File: config.mk
export PLATFORM = sky130hd
export DESIGN_NAME = exec_unit_flat
export DESIGN_NICKNAME = d
export VERILOG_FILES = /design/src/rtl/exec_pkg.sv /design/src/rtl/exec_if.sv /design/src/rtl/exec_mul_iter.sv /design/src/rtl/exec_unit.sv /design/src/flat_wrapper.sv
export SDC_FILE = /design/constraint.sdc
export NUM_CORES = 1
export LEC_CHECK = 0
export CORE_UTILIZATION = 50
export CTS_CLUSTER_DIAMETER = 200
export DETAILED_ROUTE_END_ITERATION = 8
export HOLD_SLACK_MARGIN = 0.08
export PLACE_DENSITY = 0.78
export SLEW_MARGIN = 20
export SYNTH_ARGS = -nofsm -noshare
export SYNTH_HDL_FRONTEND = slang
export SYNTH_SLANG_ARGS = --single-unit
File: constraint.sdc
create_clock -name clock -period 2.41 [get_ports clock]
set_input_delay 0.482 -clock clock [delete_from_list [all_inputs] [get_ports clock]]
set_output_delay 0.482 -clock clock [all_outputs]
set_load 0.02 [all_outputs]
File: src/rtl/exec_pkg.sv
`default_nettype none
// ============================================================================
// Module : exec_pkg
// Desc   : Shared types and constants for the execution unit: opcode and
//          state enumerations, default widths, multiplier iteration count and
//          an opcode legality helper.
// Config : EXEC_MUL_EN - when defined, MUL (opcode 9) is legal and the MUL
//          state exists.
// Rev    : 1.0 - initial release
// ============================================================================
package exec_pkg;

    localparam int c_DATA_W_DEFAULT = 32;
    localparam int c_ADDR_W_DEFAULT = 5;
    localparam int c_MUL_ITERS      = 32;

    typedef enum logic [3:0] {
        OP_ADD = 4'd0,
        OP_SUB = 4'd1,
        OP_AND = 4'd2,
        OP_OR  = 4'd3,
        OP_XOR = 4'd4,
        OP_SLT = 4'd5,
        OP_SLL = 4'd6,
        OP_SRL = 4'd7,
        OP_SRA = 4'd8,
        OP_MUL = 4'd9
    } op_e;

    typedef enum logic [1:0] {
        ST_IDLE = 2'd0,
`ifdef EXEC_MUL_EN
        ST_MUL  = 2'd1,
`endif
        ST_WB   = 2'd2
    } state_e;

    // Opcodes above the last supported one are accepted but flagged illegal.
    function automatic logic op_is_legal(input logic [3:0] op);
`ifdef EXEC_MUL_EN
        return (op <= 4'd9);
`else
        return (op <= 4'd8);
`endif
    endfunction

endpackage
`default_nettype wire

File: src/rtl/exec_if.sv
`default_nettype none
// ============================================================================
// Module : exec_if
// Desc   : Operation request / register-file write bus of the execution unit.
//          master = issuing side, slave = execution unit.
// Rev    : 1.0 - initial release
// ============================================================================
interface exec_if
    import exec_pkg::*;
#(
    parameter int DATA_W = c_DATA_W_DEFAULT,
    parameter int ADDR_W = c_ADDR_W_DEFAULT
);
    logic              in_valid;
    logic              in_ready;
    logic [3:0]        op;
    logic [DATA_W-1:0] x_data;
    logic [DATA_W-1:0] y_data;
    logic [ADDR_W-1:0] dest;
    logic              RegWrite;
    logic [ADDR_W-1:0] z_write;
    logic [DATA_W-1:0] z_data;
    logic              illegal_op;

    modport master (
        output in_valid, op, x_data, y_data, dest,
        input  in_ready, RegWrite, z_write, z_data, illegal_op
    );

    modport slave (
        input  in_valid, op, x_data, y_data, dest,
        output in_ready, RegWrite, z_write, z_data, illegal_op
    );
endinterface
`default_nettype wire

File: src/rtl/exec_mul_iter.sv
`default_nettype none
// ============================================================================
// Module : exec_mul_iter
// Desc   : Iterative shift-add multiplier, one multiplier bit per cycle.
//          start loads the operands; after ITERS cycles done rises and result
//          holds the low DATA_W bits of the unsigned product. done stays high
//          until the next start.
// Rev    : 1.0 - initial release
// ============================================================================
module exec_mul_iter #(
    parameter int DATA_W = 32,
    parameter int ITERS  = 32
) (
    input  logic              clock,
    input  logic              reset,
    input  logic              start,
    input  logic [DATA_W-1:0] a,
    input  logic [DATA_W-1:0] b,
    output logic              done,
    output logic [DATA_W-1:0] result
);
    localparam int c_CNT_W = (ITERS > 1) ? $clog2(ITERS) : 1;

    logic [DATA_W-1:0]  r_acc;
    logic [DATA_W-1:0]  r_mcand;
    logic [DATA_W-1:0]  r_mplier;
    logic [c_CNT_W-1:0] r_cnt;
    logic               r_busy;
    logic               r_done;

    // Load on start, then add the shifted multiplicand for each set multiplier bit.
    always_ff @(posedge clock or posedge reset) begin
        if (reset) begin
            r_acc    <= '0;
            r_mcand  <= '0;
            r_mplier <= '0;
            r_cnt    <= '0;
            r_busy   <= 1'b0;
            r_done   <= 1'b0;
        end else if (start) begin
            r_acc    <= '0;
            r_mcand  <= a;
            r_mplier <= b;
            r_cnt    <= '0;
            r_busy   <= 1'b1;
            r_done   <= 1'b0;
        end else if (r_busy) begin
            if (r_mplier[0]) begin
                r_acc <= r_acc + r_mcand;
            end
            r_mcand  <= r_mcand << 1;
            r_mplier <= r_mplier >> 1;
            r_cnt    <= r_cnt + 1'b1;
            if (r_cnt == c_CNT_W'(ITERS - 1)) begin
                r_busy <= 1'b0;
                r_done <= 1'b1;
            end
        end
    end

    assign done   = r_done;
    assign result = r_acc;
endmodule
`default_nettype wire

File: src/rtl/exec_unit.sv
`default_nettype none
// ============================================================================
// Module : exec_unit
// Desc   : Single-issue execution unit. Accepts one operation when idle,
//          computes it (one cycle for ALU ops, 33 cycles for MUL) and issues a
//          single register-file write. Unsupported opcodes pulse illegal_op.
// Config : EXEC_MUL_EN - compiles in the iterative multiplier and MUL state;
//          otherwise opcode 9 is illegal.
// Rev    : 1.0 - initial release
// ============================================================================
module exec_unit
    import exec_pkg::*;
#(
    parameter int DATA_W = c_DATA_W_DEFAULT,
    parameter int ADDR_W = c_ADDR_W_DEFAULT
) (
    input  logic  clock,
    input  logic  reset,
    exec_if.slave bus
);
    state_e            r_state;
    state_e            w_state_nxt;
    logic              w_wr_load;
    logic              w_illegal;
    logic [DATA_W-1:0] w_alu;
    logic [4:0]        w_shamt;
    logic [ADDR_W-1:0] w_dest;
    logic [ADDR_W-1:0] w_wr_addr;
    logic [DATA_W-1:0] w_wr_data;
    logic [ADDR_W-1:0] r_z_write;
    logic [DATA_W-1:0] r_z_data;
    logic              r_illegal;

    assign w_shamt = bus.y_data[4:0];
    assign w_dest  = bus.dest;

`ifdef EXEC_MUL_EN
    logic              w_mul_start;
    logic              w_mul_done;
    logic [DATA_W-1:0] w_mul_res;
    logic [ADDR_W-1:0] r_dest;

    exec_mul_iter #(
        .DATA_W (DATA_W),
        .ITERS  (c_MUL_ITERS)
    ) u_mul (
        .clock  (clock),
        .reset  (reset),
        .start  (w_mul_start),
        .a      (bus.x_data),
        .b      (bus.y_data),
        .done   (w_mul_done),
        .result (w_mul_res)
    );

    // Destination of a MUL must survive the iteration phase.
    always_ff @(posedge clock or posedge reset) begin
        if (reset) begin
            r_dest <= '0;
        end else if (w_mul_start) begin
            r_dest <= bus.dest;
        end
    end
`endif

    // Single-cycle ALU result from the live operands (used only on accept).
    always_comb begin
        w_alu = '0;
        case (op_e'(bus.op))
            OP_ADD:  w_alu = bus.x_data + bus.y_data;
            OP_SUB:  w_alu = bus.x_data - bus.y_data;
            OP_AND:  w_alu = bus.x_data & bus.y_data;
            OP_OR:   w_alu = bus.x_data | bus.y_data;
            OP_XOR:  w_alu = bus.x_data ^ bus.y_data;
            OP_SLT:  w_alu = {{(DATA_W-1){1'b0}}, ($signed(bus.x_data) < $signed(bus.y_data))};
            OP_SLL:  w_alu = bus.x_data << w_shamt;
            OP_SRL:  w_alu = bus.x_data >> w_shamt;
            OP_SRA:  w_alu = DATA_W'($signed(bus.x_data) >>> w_shamt);
            default: w_alu = '0;
        endcase
    end

    // Next state plus the per-cycle load/pulse strobes.
    always_comb begin
        w_state_nxt = r_state;
        w_wr_load   = 1'b0;
        w_illegal   = 1'b0;
`ifdef EXEC_MUL_EN
        w_mul_start = 1'b0;
`endif
        case (r_state)
            ST_IDLE: begin
                if (bus.in_valid) begin
                    if (!op_is_legal(bus.op)) begin
                        w_illegal = 1'b1;
                    end
`ifdef EXEC_MUL_EN
                    else if (bus.op == OP_MUL) begin
                        w_mul_start = 1'b1;
                        w_state_nxt = ST_MUL;
                    end
`endif
                    else begin
                        w_wr_load   = 1'b1;
                        w_state_nxt = ST_WB;
                    end
                end
            end
`ifdef EXEC_MUL_EN
            ST_MUL: begin
                if (w_mul_done) begin
                    w_wr_load   = 1'b1;
                    w_state_nxt = ST_WB;
                end
            end
`endif
            ST_WB:   w_state_nxt = ST_IDLE;
            default: w_state_nxt = ST_IDLE;
        endcase
    end

    // Write-back source: live ALU result on accept, multiplier result leaving MUL.
    always_comb begin
        w_wr_addr = w_dest;
        w_wr_data = w_alu;
`ifdef EXEC_MUL_EN
        if (r_state == ST_MUL) begin
            w_wr_addr = r_dest;
            w_wr_data = w_mul_res;
        end
`endif
    end

    // State register; reset aborts any operation in flight.
    always_ff @(posedge clock or posedge reset) begin
        if (reset) begin
            r_state <= ST_IDLE;
        end else begin
            r_state <= w_state_nxt;
        end
    end

    // Write bus is loaded only when entering WB so it holds between writes.
    always_ff @(posedge clock or posedge reset) begin
        if (reset) begin
            r_z_write <= '0;
            r_z_data  <= '0;
            r_illegal <= 1'b0;
        end else begin
            r_illegal <= w_illegal;
            if (w_wr_load) begin
                r_z_write <= w_wr_addr;
                r_z_data  <= w_wr_data;
            end
        end
    end

    assign bus.in_ready   = (r_state == ST_IDLE);
    assign bus.RegWrite   = (r_state == ST_WB);
    assign bus.z_write    = r_z_write;
    assign bus.z_data     = r_z_data;
    assign bus.illegal_op = r_illegal;
endmodule
`default_nettype wire

File: src/flat_wrapper.sv
// flat-port wrapper written by rule: the top's interface ports become plain ports
module exec_unit_flat import exec_pkg::*;
#(
    parameter int DATA_W = c_DATA_W_DEFAULT,
    parameter int ADDR_W = c_ADDR_W_DEFAULT
)
  (clock, reset, bus_in_valid, bus_op, bus_x_data, bus_y_data, bus_dest, bus_in_ready, bus_RegWrite, bus_z_write, bus_z_data, bus_illegal_op);
  exec_if #(.DATA_W(DATA_W), .ADDR_W(ADDR_W)) bus_i ();
  input  logic clock;
  input  logic reset;
  input wire logic [$bits(bus_i.in_valid)-1:0] bus_in_valid;
  input wire logic [$bits(bus_i.op)-1:0] bus_op;
  input wire logic [$bits(bus_i.x_data)-1:0] bus_x_data;
  input wire logic [$bits(bus_i.y_data)-1:0] bus_y_data;
  input wire logic [$bits(bus_i.dest)-1:0] bus_dest;
  output wire logic [$bits(bus_i.in_ready)-1:0] bus_in_ready;
  output wire logic [$bits(bus_i.RegWrite)-1:0] bus_RegWrite;
  output wire logic [$bits(bus_i.z_write)-1:0] bus_z_write;
  output wire logic [$bits(bus_i.z_data)-1:0] bus_z_data;
  output wire logic [$bits(bus_i.illegal_op)-1:0] bus_illegal_op;
  assign bus_i.in_valid = bus_in_valid;
  assign bus_i.op = bus_op;
  assign bus_i.x_data = bus_x_data;
  assign bus_i.y_data = bus_y_data;
  assign bus_i.dest = bus_dest;
  assign bus_in_ready = bus_i.in_ready;
  assign bus_RegWrite = bus_i.RegWrite;
  assign bus_z_write = bus_i.z_write;
  assign bus_z_data = bus_i.z_data;
  assign bus_illegal_op = bus_i.illegal_op;
  exec_unit #(.DATA_W(DATA_W), .ADDR_W(ADDR_W)) u_core (.clock(clock), .reset(reset), .bus(bus_i));
endmodule
==> results of run 1 <==
[stage by stage]
stage	setup slack, ns	utilization (%)	cells
detailed placement	-1.46	77.6	2191
global placement	-1.34	77.6	2191
floorplan	-0.635	-	1409
CTS	-0.469	90.1	2291
[cells in the mapped netlist, drive strengths merged (9+ instances only)]
master	count
o21ai	98
mux2	17
nor2	171
ha	97
buf	23
nor3	36
nand2	122
o221ai	14
mux2i	59
clkbuf	82
o31ai	16
o211ai	25
xnor2	10
mux4	29
a31oi	16
nand3	28
a22oi	13
o21bai	17
a221oi	28
nor2b	9
and2	10
dfrtp	39
o22ai	19
a211oi	29
a21o	16
a21oi	131
inv	102
or3	13
[logic make-up after synthesis]
family / after synthesis / share of synthesized area, %
AO/OA/AOI/OAI: 505 / 34.0
AND/OR/NAND/NOR: 443 / 20.1
buffers and inverters: 208 / 8.06
multiplexers: 105 / 14.5
adder cells (fa/ha/maj): 99 / 12.6
flip-flops: 39 / 9.82
XOR/XNOR: 10 / 0.881
[layer usage]
layer | overflow | track usage, %
met1 | 0 | 80.7
met2 | 18 | 93.2
met3 | 0 | 67.1
met4 | 27 | 81.3
met5 | 0 | 36.8
[timing repair]
item | in CTS
pin swaps | 153
setup buffers | 99
gates resized for setup | 568
endpoints found under the setup margin | 32
==> flow_summary.json, run 1 <==
{
  "gr-usage-all-layers_pct": 80.1,
  "grt_max_degree": 48,
  "ys.flop_type": "dfrtp_1",
  "initial_utilization_pct": 51.1,
  "portBuffers": 115,
  "grt_pass1_vias": 18443,
  "synth_largest_area_cell": "ha_1",
  "h-tree-depth": 2,
  "grt_pass1_wl_um": 122000,
  "ys_seq_area_share_pct": 9.82,
  "lastStage": "global routing",
  "die_x_um": 143,
  "cts_sinks": 39,
  "cts_buffer_depth": 2,
  "synth_nets": 1584,
  "error_line": "[ERROR GRT-0116] Global routing finished with congestion. Check the congestion regions in the DRC Viewer.",
  "root_buffer": "clkbuf_16",
  "gp_congestion": 1.11,
  "synth-seq-cells": 39,
  "gr-total-overflow": 45,
  "post_dp_cell_area_sq_um": 15100,
  "synth.distinct_cells": 75,
  "status": "stopped before the end",
  "hold_buffers": 0,
  "ios": 116,
  "synth_area_leaders": "ha_1, dfrtp_1, mux4_2",
  "synth-edff-count": 0,
  "syn_area_sq_um": 9940,
  "synthCells": 1409,
  "dp_hpwl_um": 42900,
  "numCtsBuffers": 5,
  "yosysWarnings": 0,
  "synth_top_area_share_pct": 12.2,
  "synthArstFlopShare_pct": 100,
  "fp.dieH_um": 143,
  "synth_area_per_cell_sq_um": 7.05,
  "fp-row-count": 51
}
==> run 2: changes to the inputs <==
--- a/config.mk
+++ b/config.mk
@@ -5,11 +5,9 @@
 export SDC_FILE = /design/constraint.sdc
 export NUM_CORES = 1
 export LEC_CHECK = 0
-export CORE_UTILIZATION = 50
-export CTS_CLUSTER_DIAMETER = 200
+export CORE_UTILIZATION = 35
 export DETAILED_ROUTE_END_ITERATION = 8
-export HOLD_SLACK_MARGIN = 0.08
-export PLACE_DENSITY = 0.78
+export PLACE_DENSITY_LB_ADDON = 0.15
 export SLEW_MARGIN = 20
 export SYNTH_ARGS = -nofsm -noshare
 export SYNTH_HDL_FRONTEND = slang
==> flow_summary.json, run 2 <==
{
  "gr-usage-all-layers_pct": 39.8,
  "synthCells": 1409,
  "synth-edff-count": 0,
  "mostFrequentLayoutCell": "buf_4",
  "fmax_ghz": 0.337,
  "worstSkewPairLatency_ns": 0.32,
  "synth_area_leaders": "ha_1, dfrtp_1, mux4_2",
  "wl_per_cell_um": 24.2,
  "grt_max_degree": 43,
  "largest_reg_flops": 32,
  "cp-end-kind": "flip-flop",
  "drv_slew": 0,
  "ys_seq_area_share_pct": 9.82,
  "cts_tree": "done",
  "crit_arrival_ns": 3.16,
  "portBuffers": 115,
  "drt_iter0_markers": 1398,
  "p_sw_uw": 2890,
  "min-delay-start": "u_core.bus.z_write[1]$_DFFE_PP0P_",
  "p_int_uw": 3680,
  "gr-total-overflow": 0,
  "critPathLaunchType": "input pin",
  "root_buffer": "clkbuf_16",
  "critPathMaxFanout": 5,
  "ios": 116,
  "cp-startpoint": "bus_y_data[0]",
  "synth_top_area_share_pct": 12.2,
  "synth_largest_area_cell": "ha_1",
  "swShare_pct": 44.0,
  "finalCritPeriodShare_pct": 123,
  "status": "finished, violations left",
  "hold_buffers": 0,
  "drtPass1Iterations": 5,
  "grt_pass1_vias": 14237,
  "via_count": 14522,
  "synth_area_per_cell_sq_um": 7.05,
  "routed_via_density": 5.99,
  "synthArstFlopShare_pct": 100,
  "crit_type": "input pin to flip-flop",
  "wl_um": 58800,
  "fp.dieH_um": 171,
  "yosys-top-cells-count": "nor2_1, a21oi_1, nand2_1",
  "numCtsBuffers": 5,
  "area_growth_pct": 88.5,
  "die_area_sq_um": 29100,
  "final_nets": 2219,
  "antenna_cells": 0,
  "tns_ns": -8.00,
  "final_layout_size_suffix_gt1_share_pct": 52.5,
  "dpl_worst_slack_ns": -1.55,
  "power_frac_seq_pct": 13.6,
  "worstReg2RegStart": "u_core.r_state[1]$_DFFE_PP0P_",
  "cts_sinks": 39,
  "tightest_slew_ns": 0.661,
  "fill_cells": 2394,
  "setup_ws_ns": -0.557,
  "setup_viol": 26,
  "max_slew_margin_pct": 55.9,
  "syn_area_sq_um": 9940,
  "violations": "negative setup slack",
  "yosysWarnings": 0,
  "grt_pass1_wl_um": 86100,
  "clk_pin_slew_ns": 0.07,
  "combPwrFrac_pct": 71.9,
  "finalHoldViolations": 0,
  "ys.flop_type": "dfrtp_1",
  "grt_antenna_before_repair": 0,
  "synth.distinct_cells": 75,
  "h-tree-depth": 2,
  "rsz0062_at_grt": "true",
  "dp_hpwl_um": 45800,
  "cts_buffer_depth": 2,
  "gp_congestion": 1.05,
  "synth_nets": 1584,
  "power.leakage_uw": 0.00818,
  "power_density_nw_per_um2": 351,
  "skew_ns": 0.0108,
  "vdd_ir_drop_max_mv": 0.263,
  "synth-seq-cells": 39,
  "drcViolationCount": 0,
  "initial_utilization_pct": 35.7,
  "die_x_um": 171,
  "period_needed_ns": 2.97,
  "maxCapViolCount": 0,
  "fp-row-count": 61,
  "power_frac_clock_pct": 14.6,
  "hold_class": "flip-flop to flip-flop",
  "cp.required_ns": 2.60,
  "coreArea_sq_um": 27900,
  "ant_nets": 0,
  "synth.most_common_cell": "nor2_1",
  "layout_common_cells": "buf_4, nor2_1, nand2_1"
}
## run 2: cell counts after synthesis
Identical to the previous run, type by type.
## run 2: repair_timing
item,4_1_cts,5_1_grt
pin swaps,154,81
buffers inserted,88,31
setup endpoints to repair,32,32
gates cloned,1,0
resized for setup,609,161
## run 2: area by class of cell
class                      count  area, sq um  area share [%]
sequential                    39          976            5.21
clock inverter                 3         67.6           0.361
clock buffer                   5          125           0.668
inverter                     103          480            2.56
timing repair buffer         733         6280            33.5
tap                          378          473            2.52
multi-input combinational   1162        10300            55.1
## run 2: layer usage
metal | wire (um) | part of all wire [%] | GRT usage [%]
met4 | 4060 | 6.9 | 25.5
met3 | 4470 | 7.6 | 4.90
met5 | 0 | 0 | 0
met1 | 23300 | 40 | 49.9
met2 | 26900 | 46 | 64.7
## run 2: power by group through the flow
stage,clock network (uW),registers (uW),logic [uW]
after global routing,979,906,4960
after CTS,957,887,4370
after global placement,0,896,3740
after detailed placement,0,898,3750
final,957,891,4720
after floorplan,0,1040,1630
## run 2: through the flow
stage / instance area, sq um / total power [uW] / cells / utilization (%) / hold WS (ns)
after global routing: 18700 / 6850 / 2423 / 67.2 / 0.529
after detailed placement: 15300 / 4650 / 2312 / 55.1 / 0.465
after global placement: 15300 / 4640 / 2312 / 55.1 / 0.457
final: 18700 / 6570 / 2423 / 67.2 / 0.480
after CTS: 17900 / 6220 / 2399 / 64.1 / 0.480
after floorplan: 10400 / 2680 / 1409 / - / 0.587
## run 2: path summary, 6_finish.rpt
kind	endpoint	cells after the start	slack, ns
worst max-delay path	u_core.bus.z_data[30]$_DFFE_PP0P_	12	-0.56
worst min register to register	u_core.bus.z_write[1]$_DFFE_PP0P_	2	0.48
max in group asynchronous	u_core.bus.z_data[16]$_DFFE_PP0P_	3	1.36
worst min-delay path	u_core.bus.z_write[1]$_DFFE_PP0P_	2	0.48
worst max register to register	u_core.bus.z_data[28]$_DFFE_PP0P_	9	0.33
min in group asynchronous	u_core.bus.z_data[24]$_DFFE_PP0P_	2	0.53
## run 2: worst max-delay path, cell delays in order
cell,delay (ns)
buf_12,0.11
ha_4,0.16
fa_2,0.35
or2_4,0.25
a221oi_4,0.32
o31ai_4,0.12
and2_4,0.17
o31a_1,0.38
o21a_2,0.28
o31ai_4,0.27
xnor2_1,0.17
o22ai_1,0.09
## run 2: cell families (layout without fill, tap and decap cells)
group	count (synthesis)	in the layout	synth area share (%)
buf+inv	208	844	8.06
flops	39	39	9.82
compound gates	505	505	34.0
simple gates	443	443	20.1
xor+xnor	10	10	0.881
mux	105	105	14.5
fa+ha+maj	99	99	12.6
Note: power is estimated with default switching activity, not from simulation.
